$ cat config.mk
export PLATFORM = sky130hd
export DESIGN_NAME = butterfly_serial_host
export DESIGN_NICKNAME = d
export VERILOG_FILES = /design/src/rtl/butterfly_serial_host.sv
export SDC_FILE = /design/constraint.sdc
export NUM_CORES = 1
export LEC_CHECK = 0
export BUFFER_PORTS_ARGS = -buffer_cell sky130_fd_sc_hd__buf_4
export CORE_MARGIN = 8
export CORE_UTILIZATION = 49
export DETAILED_ROUTE_END_ITERATION = 6
export PLACE_DENSITY_LB_ADDON = 0.15
export SLEW_MARGIN = 20
export SYNTH_ARGS = -nofsm -noshare
export SYNTH_HDL_FRONTEND = slang
export SYNTH_SLANG_ARGS = --single-unit
$ cat constraint.sdc
create_clock -name clk -period 5.05 [get_ports clk]
set_clock_uncertainty 0.05 [all_clocks]
set_input_delay 1.01 -clock clk [delete_from_list [all_inputs] [get_ports clk]]
set_output_delay 1.01 -clock clk [all_outputs]
set_load 0.1 [all_outputs]
$ cat src/rtl/butterfly_serial_host.sv
// butterfly_serial_host: serializes one butterfly operation onto the tile's pin protocol
// and deserializes the tile's 49-bit result frame into a parallel word.
module butterfly_serial_host #(
   parameter int LATENCY = 8
) (
   input  logic        clk,
   input  logic        rst,
   input  logic        req_valid,
   output logic        req_ready,
   input  logic [2:0]  req_mode,
   input  logic [23:0] req_aj,
   input  logic [23:0] req_ajlen,
   input  logic [23:0] req_zeta,
   output logic        res_valid,
   input  logic        res_ready,
   output logic        res_valido,
   output logic [23:0] res_bj,
   output logic [23:0] res_bjlen,
   output logic        busy,
   output logic        pin_shift_en,
   output logic        pin_data,
   output logic        pin_load_en,
   output logic        pin_load_out,
   input  logic        pin_rx
);
   typedef enum logic [2:0] {IDLE, SHIFT_IN, LOAD, WAIT, CAPTURE, SHIFT_OUT, DONE} state_t;
   localparam logic [7:0] LAST_WAIT = 8'(LATENCY > 0 ? LATENCY - 1 : 0);
   state_t      r_state;
   logic [75:0] r_sr;
   logic [48:0] r_rx;
   logic [7:0]  r_cnt;
   logic [75:0] w_frame;
   assign w_frame    = {req_mode, 1'b1, req_aj, req_ajlen, req_zeta};
   assign req_ready  = r_state == IDLE;
   assign busy       = r_state != IDLE;
   assign res_valid  = r_state == DONE;
   assign res_valido = r_rx[48];
   assign res_bj     = r_rx[47:24];
   assign res_bjlen  = r_rx[23:0];
   // pins are registered one state ahead so each pin level lines up with the state it belongs to
   always_ff @(posedge clk) begin
      if (rst) begin
         r_state      <= IDLE;
         r_sr         <= '0;
         r_rx         <= '0;
         r_cnt        <= '0;
         pin_shift_en <= 1'b0;
         pin_data     <= 1'b0;
         pin_load_en  <= 1'b0;
         pin_load_out <= 1'b0;
      end else begin
         case (r_state)
            IDLE: if (req_valid) begin
               r_state      <= SHIFT_IN;
               r_sr         <= {w_frame[74:0], 1'b0};
               r_cnt        <= '0;
               pin_shift_en <= 1'b1;
               pin_data     <= w_frame[75];
            end
            SHIFT_IN: begin
               r_cnt <= r_cnt + 8'd1;
               if (r_cnt == 8'd75) begin
                  r_state      <= LOAD;
                  pin_shift_en <= 1'b0;
                  pin_data     <= 1'b0;
                  pin_load_en  <= 1'b1;
               end else begin
                  pin_data <= r_sr[75];
                  r_sr     <= {r_sr[74:0], 1'b0};
               end
            end
            LOAD: begin
               pin_load_en <= 1'b0;
               r_cnt       <= '0;
               if (LATENCY == 0) begin
                  r_state      <= CAPTURE;
                  pin_load_out <= 1'b1;
               end else begin
                  r_state <= WAIT;
               end
            end
            WAIT: begin
               r_cnt <= r_cnt + 8'd1;
               if (r_cnt == LAST_WAIT) begin
                  r_state      <= CAPTURE;
                  pin_load_out <= 1'b1;
               end
            end
            CAPTURE: begin
               r_state      <= SHIFT_OUT;
               r_cnt        <= '0;
               pin_load_out <= 1'b0;
               pin_shift_en <= 1'b1;
            end
            SHIFT_OUT: begin
               r_rx  <= {r_rx[47:0], pin_rx};
               r_cnt <= r_cnt + 8'd1;
               if (r_cnt == 8'd48) begin
                  r_state      <= DONE;
                  pin_shift_en <= 1'b0;
               end
            end
            DONE: if (res_ready) r_state <= IDLE;
            default: r_state <= IDLE;
         endcase
      end
   end
endmodule
==> out/qor.csv <==
stage;metric;value;unit
global_route;antenna violations before repair;0;
routing;final wirelength;15300;um
synth;Synth Area in Compound Gates;27.7;%
placed_design;PortBufs;135;
floorplanning;Rows;41;
global_route;Total GRT Usage;18.0;%
cells_and_area;antenna fix cells;0;
outcome;status;complete, no violations;
synth;Cell variety after synth;47;
cells_and_area;final core occ;62.8;%
global_route;GRT Residual Overflow;0;
timing;Worst Setup Slack, final;2.01;ns
synth;number of flops mapped to enable cells by yosys;0;
clock_tree;CTS tree;yes;
clock_tree;CTS Buf Count;17;
floorplanning;I/O Pins;136;
synth;syn nets;755;
cells_and_area;commonest non-fill, non-tap cell in the layout;buf_4;
critical_path;critical setup path kind;flip-flop to flip-flop;
routing;Initial DRC Count;399;
clock_tree;number of H-tree levels;4;
timing;setup TNS;0;ns
synth;cell accounting for the most synthesized area;dfxtp_1;
placed_design;Place WS;1.79;ns
cells_and_area;register area;2780;um2
critical_path;WP data arrival;3.32;ns
critical_path;CP Launch Type;flip-flop;
synth;Synth Area in XOR/XNOR;0;%
synth;Most used DFF post-synth;dfxtp_1;
power;pwr dens;395;nW/um2
routing;Residual DRC;0;
critical_path;Worst path most repeated cell;buf_4;
timing;RSZ-0062 raised after global routing;no;
cells_and_area;filler instances;1101;
synth;syn_area_per_cell;9.37;um2
clock_tree;clk root buf;clkbuf_16;
worst_hold_path;Hold Path Class;flip-flop to flip-flop;
timing;final hold vios;0;
clock_tree;CTS sink cnt;139;
clock_tree;setup bufs post-CTS;0;
timing;Final min period;3.04;ns
synth;main combinational cell family by area after synthesis;compound AO/OA/AOI/OAI gates;
clock_tree;clock slew at reported path FFs;0.05;ns
synth;Yosys top cell area share;44.1;%
clock_tree;clk_lat worst skew;0.42;ns
timing;Final Cycle Share;60.2;%
timing;Slew HR;33.2;%
critical_path;Critical-path top delay cell;dfxtp_1;
floorplanning;initial core utilization;50.0;%
synth;Area contributors post-synth;dfxtp_1, a211oi_2, mux2i_1, a21oi_1, nand2_1;
synth;post-synthesis adder-cell area fraction;0.397;%
timing;Worst-Margin Slew;1.00;ns
placed_design;DP Area;7280;um2
critical_path;Required @ worst endpoint;5.33;ns
critical_path;Worst Path Max Fanout;75;
timing;fin. max-slew vios;0;
synth;Simple-Gate Fraction of Synth Area;10.5;%
synth;post-synthesis mux area share;11.6;%
power;Lkg Pwr;0.00301;uW
power;Worst VDD drop;0.204;mV
placed_design;routability cong.;0.822;
floorplanning;Chip Width;129;um
floorplanning;CORE AREA;12600;um2
clock_tree;cts hold-fix bufs;0;
critical_path;crit-path cells;nor3b_4 -> buf_4 -> nand3_2 -> buf_4 -> and2_4 -> buf_16 -> a211oi_1;
critical_path;crit path capture type;flip-flop;
cells_and_area;Area Growth Syn to Fin;25.7;%
synth;FF+latch count, synth;139;
synth;Post-Synthesis Cell Area;6310;um2
timing;f_max;0.329;GHz
run;Max Cap Viol;0;
floorplanning;Chip Height;129;um
global_route;largest net degree at the start of global routing;80;
routing;routed vias/inst;5.51;
synth;register area share after synthesis;44.1;%
floorplanning;die area;16800;um2
routing;drt pass-1 iters;4;
routing;antenna-violating nets left;0;
synth;Syn. warnings;0;
global_route;vias in the first global route;5095;
cells_and_area;nets;853;
synth;Synth Instances;673;
timing;Final setup viols;0;
cells_and_area;commonest cells after routing, fill and taps aside;buf_4, dfxtp_1, a21oi_1, nand2_1, mux2i_1;
routing;wire per inst;16.0;um
synth;Synth async-reset ratio;0;%
cells_and_area;ratio of cells with drive above 1 in the final layout;30.5;%
placed_design;Final HPWL DP;9660;um
routing;vias;5263;
critical_path;crit-path max cell delay;0.76;ns
clock_tree;post-cts gate resize count;0;
cells_and_area;design area;7930;um2
cells_and_area;area of the multi-input gates;3180;um2
global_route;first-pass GRT wire length;24500;um
clock_tree;Clock Tree Buf Depth;2;
## worst max-delay path, delay by kind of cell (launching register included)
family | cells | cell delay (ns)
buf+inv | 3 | 1.04
simple gates | 3 | 0.80
flops | 1 | 0.76
compound gates | 1 | 0.25
## flip-flops by register name, indices dropped and copies added (netlist names)
name / flops
pin_data: 1
pin_load_en: 1
pin_load_out: 1
pin_shift_en: 1
r_cnt: 8
r_rx: 49
r_sr: 75
r_state: 3
## per-stage QoR
stage / instances / power [uW] / hold slack, ns
2_1_floorplan: 673 / 1750 / 0.420
3_3_place_gp: 923 / 1840 / 0.394
3_5_place_dp: 923 / 1860 / 0.409
4_1_cts: 955 / 3150 / 0.419
5_1_grt: 956 / 3260 / 0.429
6_report: 956 / 3130 / 0.412
## cells by family (layout without fill, tap and decap cells)
family                   Yosys count  in the layout
AO/OA/AOI/OAI                    238            238
adder cells (fa/ha/maj)            2              2
buffers and inverters             72            183
flip-flops                       139            139
multiplexers                      73             73
AND/OR/NAND/NOR                  149            149
## path summary, 6_finish.rpt
path	end	cells past startpoint	slack, ns	startpoint
setup / recovery	r_sr[13]	7	2.01	r_state[0]
hold / removal	r_rx[8]	2	0.41	r_rx[7]
setup reg to reg	r_sr[13]	7	2.01	r_state[0]
hold reg to reg	r_rx[8]	2	0.41	r_rx[7]
## routing by layer
| layer | vias up | global-route usage (%) | part of all wire, % |
|---|---|---|---|
| li1 | 2617 | - | - |
| met1 | 2488 | 21.6 | 44 |
| met2 | 142 | 28.4 | 46 |
| met3 | 16 | 7.19 | 8.3 |
| met4 | 0 | 6.97 | 1.3 |
| met5 | - | 0 | 0 |
## report_power, final
group | switching, uW | internal (uW)
clock | 445 | 839
combinational | 333 | 249
sequential | 62.9 | 1200
## layout make-up
type / instances / area share, %
inverter: 8 / 0.379
timing repair buffer: 143 / 14.0
tap: 172 / 2.72
sequential: 139 / 35.1
clock buffer: 25 / 6.38
clock inverter: 7 / 1.39
multi-input combinational: 462 / 40.1
## cells in the mapped netlist, types with 2 or more instances
| library cell | n |
|---|---|
| ha_1 | 2 |
| o21ai_0 | 8 |
| buf_4 | 6 |
| inv_1 | 8 |
| nor3_1 | 2 |
| a211oi_2 | 60 |
| a221oi_1 | 2 |
| a211oi_1 | 14 |
| nand2_1 | 106 |
| clkbuf_1 | 34 |
| a2bb2oi_1 | 2 |
| buf_1 | 3 |
| and3_1 | 6 |
| nand4b_1 | 2 |
| dfxtp_1 | 139 |
| and2_1 | 5 |
| o21a_1 | 3 |
| a31oi_1 | 4 |
| mux2i_1 | 73 |
| buf_2 | 14 |
| buf_6 | 7 |
| nand3_1 | 6 |
| nor2_1 | 10 |
| a21oi_1 | 133 |
| nor4_1 | 2 |
No activity file was read; power rests on OpenSTA's default activity.
